### src/rtl/aes_round_ctrl.sv
// aes_round_ctrl: iterative AES-128 sequencer driving an external combinational round datapath.
// Optional abort port enabled by defining AES_CTRL_ABORT_EN.
module aes_round_ctrl #(
    parameter int ROUNDS = 10
) (
    input  logic         clk,
    input  logic         rst_n,
`ifdef AES_CTRL_ABORT_EN
    input  logic         abort_i,
`endif
    input  logic         in_valid_i,
    output logic         in_ready_o,
    input  logic [127:0] key_i,
    input  logic [127:0] pt_i,
    output logic         out_valid_o,
    input  logic         out_ready_i,
    output logic [127:0] ct_o,
    output logic         busy_o,
    output logic [3:0]   round_o,
    output logic [127:0] dp_state_o,
    output logic [127:0] dp_rkey_o,
    output logic [7:0]   dp_rcon_o,
    output logic         dp_final_o,
    input  logic [127:0] dp_state_i,
    input  logic [127:0] dp_rkey_i
);
    typedef enum logic [1:0] {IDLE, RUN, DONE} fsm_e;

    localparam logic [3:0] LAST = 4'(ROUNDS);

    fsm_e         fsm_q, fsm_d;
    logic [127:0] state_q, state_d;
    logic [127:0] rkey_q, rkey_d;
    logic [3:0]   round_q, round_d;
    logic [7:0]   rcon;
    logic         abort;

`ifdef AES_CTRL_ABORT_EN
    assign abort = abort_i && (fsm_q != IDLE);
`else
    assign abort = 1'b0;
`endif

    always_comb begin
        fsm_d   = fsm_q;
        state_d = state_q;
        rkey_d  = rkey_q;
        round_d = round_q;
        case (fsm_q)
            IDLE: if (in_valid_i) begin
                state_d = pt_i ^ key_i;
                rkey_d  = key_i;
                round_d = 4'd1;
                fsm_d   = RUN;
            end
            RUN: begin
                state_d = dp_state_i;
                rkey_d  = dp_rkey_i;
                round_d = (round_q == LAST) ? 4'd0 : round_q + 4'd1;
                fsm_d   = (round_q == LAST) ? DONE : RUN;
            end
            DONE: if (out_ready_i) fsm_d = IDLE;
            default: fsm_d = IDLE;
        endcase
        if (abort) begin
            fsm_d   = IDLE;
            state_d = '0;
            rkey_d  = '0;
            round_d = '0;
        end
    end

    always_ff @(posedge clk) begin
        if (!rst_n) begin
            fsm_q   <= IDLE;
            state_q <= '0;
            rkey_q  <= '0;
            round_q <= '0;
        end else begin
            fsm_q   <= fsm_d;
            state_q <= state_d;
            rkey_q  <= rkey_d;
            round_q <= round_d;
        end
    end

    always_comb begin
        case (round_q)
            4'd1:    rcon = 8'h01;
            4'd2:    rcon = 8'h02;
            4'd3:    rcon = 8'h04;
            4'd4:    rcon = 8'h08;
            4'd5:    rcon = 8'h10;
            4'd6:    rcon = 8'h20;
            4'd7:    rcon = 8'h40;
            4'd8:    rcon = 8'h80;
            4'd9:    rcon = 8'h1b;
            4'd10:   rcon = 8'h36;
            default: rcon = 8'h00;
        endcase
    end

    assign in_ready_o  = fsm_q == IDLE;
    assign out_valid_o = fsm_q == DONE;
    assign busy_o      = fsm_q == RUN;
    assign round_o     = round_q;
    assign ct_o        = state_q;
    assign dp_state_o  = state_q;
    assign dp_rkey_o   = rkey_q;
    assign dp_rcon_o   = busy_o ? rcon : 8'h00;
    assign dp_final_o  = busy_o && (round_q == LAST);
endmodule

### config.mk
export PLATFORM = sky130hd
export DESIGN_NAME = aes_round_ctrl
export DESIGN_NICKNAME = d
export VERILOG_FILES = /design/src/rtl/aes_round_ctrl.sv
export SDC_FILE = /design/constraint.sdc
export NUM_CORES = 1
export LEC_CHECK = 0
export ABC_AREA = 1
export BUFFER_PORTS_ARGS = -buffer_cell sky130_fd_sc_hd__buf_2
export CORE_AREA = 5 5 350 352
export DETAILED_ROUTE_END_ITERATION = 10
export DIE_AREA = 0 0 355 357
export GPL_ROUTABILITY_DRIVEN = 0
export PLACE_DENSITY = 0.36
export SLEW_MARGIN = 0
export SYNTH_ARGS = -nofsm -noshare
export SYNTH_HDL_FRONTEND = slang
export SYNTH_SLANG_ARGS = --single-unit
### constraint.sdc
create_clock -name clk -period 3.08 [get_ports clk]
set_input_delay 0.462 -clock clk [delete_from_list [all_inputs] [get_ports clk]]
set_output_delay 0.462 -clock clk [all_outputs]
set_load 0.02 [all_outputs]
==> tab_implementation.tex <==
\begin{tabular}{lr}
\hline
Metric & Value \\
\hline
\multicolumn{2}{l}{\textbf{Global routing}} \\
\quad Overflow left after global routing & 0 \\
\quad Wire length of the first global-routing pass & 119,000 um \\
\quad Via count of the first global-routing pass & 15,768 \\
\quad Antenna violations before repair & 52 \\
\quad GRT Resource Usage Total & 12.91\% \\
\quad Pin count of the biggest net entering global routing & 118 \\
\multicolumn{2}{l}{\textbf{Synth}} \\
\quad Netlist Area Pre-Place & 0.01397 sq mm \\
\quad Number of instances in the synthesized netlist & 2,049 \\
\quad Share of the yosys chip area belonging to registers & 38.69\% \\
\quad Synthesized area divided by synthesized cell count & 6.819 sq um \\
\quad Count of unique library cells instantiated by Yosys & 22 \\
\quad Most frequent cell after synthesis & nand2\_1 \\
\quad Synth Flop Type & dfxtp\_1 \\
\quad Cell accounting for the most synthesized area & dfxtp\_1 \\
\quad Synth async-reset ratio & 0\% \\
\quad Post-synth net total & 2,571 \\
\quad Number of synthesized register bits & 270 \\
\quad Number of warnings issued by yosys & 0 \\
\quad EDFF count, synth & 0 \\
\quad Largest cells by area after synthesis & dfxtp\_1 (39\%), o21ai\_0 (13\%), nand2\_1 (11\%), buf\_4 (7.4\%), a31oi\_1 (5.7\%) \\
\quad Top-area cell type share of the netlist area & 38.69\% \\
\quad Synth top cells by count & nand2\_1 (411), o21ai\_0 (366), dfxtp\_1 (270) \\
\multicolumn{2}{l}{\textbf{Clocking}} \\
\quad Clock root buffer & clkbuf\_16 \\
\quad Number of sinks driven by the clock tree & 270 \\
\quad Maximum level of the CTS H-tree & 2 \\
\quad CTS buffer count & 38 \\
\quad Number of buffers on the longest clock path & 3 \\
\quad Clk pin slew, worst setup/hold paths & 0.06 ns \\
\quad Insertion delay to the later sink of the worst-skew pair & 0.57 ns \\
\quad TritonCTS clock tree & done \\
\quad Post-CTS Hold Buffers & 0 \\
\quad Number of setup buffers added after CTS & 0 \\
\quad Post-CTS sizing & 0 \\
\multicolumn{2}{l}{\textbf{Finish}} \\
\quad Share of final-layout standard cells stronger than drive strength 1 & 36.14\% \\
\quad Final \#Nets & 3,291 \\
\quad Area of combinational cells with multiple inputs & 0.006322 sq mm \\
\quad Post-route insts no fill & 4,357 \\
\quad Filler instances & 13,786 \\
\quad Final Core Density & 17.20\% \\
\quad Register cell area after layout & 0.005405 sq mm \\
\quad Area growth syn-to-layout & 46.53\% \\
\multicolumn{2}{l}{\textbf{Min path}} \\
\quad Source of the worst hold timing path & dp\_rkey\_i[116] \\
\quad Number of instances on the worst hold path & 3 \\
\quad Hold worst-path end & dp\_rkey\_o[116]\$\_SDFFE\_PN0N\_ \\
\quad Type of the tightest min-delay check & in -> reg \\
\multicolumn{2}{l}{\textbf{Floorplan}} \\
\quad Core region area & 0.1190 sq mm \\
\quad Count of boundary I/O pins & 916 \\
\quad Die Span X & 355 um \\
\quad Row count & 127 \\
\quad Die height & 357 um \\
\quad Starting Density & 11.74\% \\
\quad Total Die Area & 0.1267 sq mm \\
\multicolumn{2}{l}{\textbf{Run}} \\
\quad Number of max-cap violations & 0 \\
\multicolumn{2}{l}{\textbf{Placement}} \\
\quad Cell Count Post-Placement & 4,277 \\
\quad Buffers on Ports & 915 \\
\quad Detail Placement HPWL & 70,660 um \\
\multicolumn{2}{l}{\textbf{Timing}} \\
\quad Worst-Margin Slew & 0.9900 ns \\
\quad Total count of max-transition violations in the final report & 0 \\
\quad Final hold vios & 0 \\
\quad Final period demand of the worst path & 2.392 ns \\
\quad Final setup TNS & 0 ns \\
\quad Highest achievable clock rate & 418.0 MHz \\
\quad Layout Skew & 0.01395 ns \\
\quad Final Cycle Share & 77.67\% \\
\quad RSZ-0062 raised after global routing & false \\
\quad Number of setup violations in the final report & 0 \\
\quad Rel. slew slack & 33.30\% \\
\multicolumn{2}{l}{\textbf{Worst setup path}} \\
\quad Critical path data required time & 2.62 ns \\
\quad Crit end category & primary output \\
\quad FF-to-FF setup slack & 1.01 ns \\
\quad Ordered cell list for the critical path & nand2\_8 > buf\_4 > nor2\_1 > buf\_2 \\
\quad CP max FO & 39 \\
\quad Max stage delay on crit path & 0.52 ns \\
\quad RR Startpoint & fsm\_q[0]\$\_SDFFE\_PN0P\_ \\
\quad Classification of the worst setup path & reg -> out \\
\quad Path depth of the worst reg2reg path & 6 \\
\quad Cell family with the largest share of critical-path delay & flip-flops \\
\quad Worst path buffer plus inverter count & 2 \\
\quad Critical Path Slowest Stage Cell & dfxtp\_1 \\
\quad CP Launch Type & flip-flop \\
\quad Crit path DAT & 1.93 ns \\
\quad Worst r2r dst & dp\_rkey\_o[4]\$\_SDFFE\_PN0N\_ \\
\multicolumn{2}{l}{\textbf{Route}} \\
\quad Pre-Repair DR Iteration Count & 5 \\
\quad Via count & 16,508 \\
\quad Routed length per instance & 20.07 um \\
\quad Drt first-iter violations & 1,054 \\
\quad Average via count per standard cell & 3.789 \\
\quad Count of nets left with antenna violations after detail routing & 0 \\
\quad Post-route DRC & 0 \\
\quad Final routed wirelength across all metal layers & 87,430 um \\
\multicolumn{2}{l}{\textbf{Status}} \\
\quad Status & completed \\
\multicolumn{2}{l}{\textbf{Power}} \\
\quad Worst ir drop on vdd & 0.3357 mV \\
\quad Power per standard cell area & 562.3 mW/mm\^{}2 \\
\quad LEAKAGE & 10.37 nW \\
\hline
\end{tabular}
flip-flops by register name (all words and copies together) (netlist names):
signal / cells
rcon: 8
dp_rkey_o: 128
round_o: 4
fsm_q: 2
ct_o: 128
metrics by stage:
stage	hold slack [ns]	worst slack, ns	power [W]	cell area, sq um
global route	0.1154	0.5154	0.01217	20450
CTS	0.08795	0.5134	0.01181	20440
global placement	0.5045	0.9404	0.007228	19230
floorplan	0.5862	1.180	0.005950	13970
finish	0.1601	0.6877	0.01151	20470
detailed placement	0.5054	0.9425	0.007225	19230
area by class of cell:
class / instances / share of cell area [%]
multi-input combinational: 1355 / 30.88
antenna: 14 / 0.1711
clock buffer: 62 / 5.787
clock inverter: 4 / 0.1100
sequential: 270 / 26.40
timing repair buffer: 951 / 24.35
tap: 1548 / 9.460
inverter: 153 / 2.842
tightest hold or removal path: cells and delay by family:
kind,cells,cell delay [ns]
AO/OA/AOI/OAI,1,0.07
buffers and inverters,1,0.09
AND/OR/NAND/NOR,1,0.05
power breakdown:
| part | internal [W] | leakage (nW) | switching, W |
|---|---|---|---|
| Combinational | 0.000989 | 7.54 | 0.00199 |
| Sequential | 0.00385 | 2.25 | 0.000267 |
| Clock | 0.00261 | 0.590 | 0.00181 |
| Total | 0.00745 | 10.4 | 0.00406 |
cells by family after synthesis:
kind of cell	count (synthesis)	share of synthesized area [%]
flops	270	38.69
fa+ha+maj	6	0.5373
simple gates	574	15.64
buf+inv	424	16.23
compound gates	775	28.91
cell usage in the layout (no fill, tap or decap), drive strengths merged:
| master | count |
|---|---|
| nor2 | 151 |
| ha | 6 |
| dfxtp | 270 |
| buf | 951 |
| nand4 | 1 |
| nand2 | 413 |
| nand3 | 6 |
| nand3b | 1 |
| clkbuf | 62 |
| a31oi | 128 |
| o21ai | 513 |
| a21oi | 134 |
| inv | 153 |
| diode | 14 |
| clkinv | 3 |
| nor3 | 2 |
| clkinvlp | 1 |
how the worst max path moves through the flow:
stage / startpoint / endpoint / slack, ns / depth (start not counted)
after floorplan: round_o[0]$_SDFFE_PN0N_ / rcon[1]$_DFF_P_ / 1.18 / 10
after global placement: in_valid_i / rcon[5]$_DFF_P_ / 0.94 / 13
after detailed placement: in_valid_i / dp_rkey_o[4]$_SDFFE_PN0N_ / 0.94 / 7
after CTS: fsm_q[0]$_SDFFE_PN0P_ / dp_rcon_o[6] / 0.51 / 4
after global routing: fsm_q[0]$_SDFFE_PN0P_ / dp_rcon_o[6] / 0.52 / 4
final: fsm_q[0]$_SDFFE_PN0P_ / dp_rcon_o[0] / 0.69 / 4
routing by layer:
layer	vias up	wire, um	global-route usage, %
met3	144	7213	4.186
met5	-	101	0
met1	7499	36310	15.72
met4	16	2272	3.297
met2	676	41540	22.03
li1	8173	-	-
Note: power is estimated with default switching activity, not from simulation.
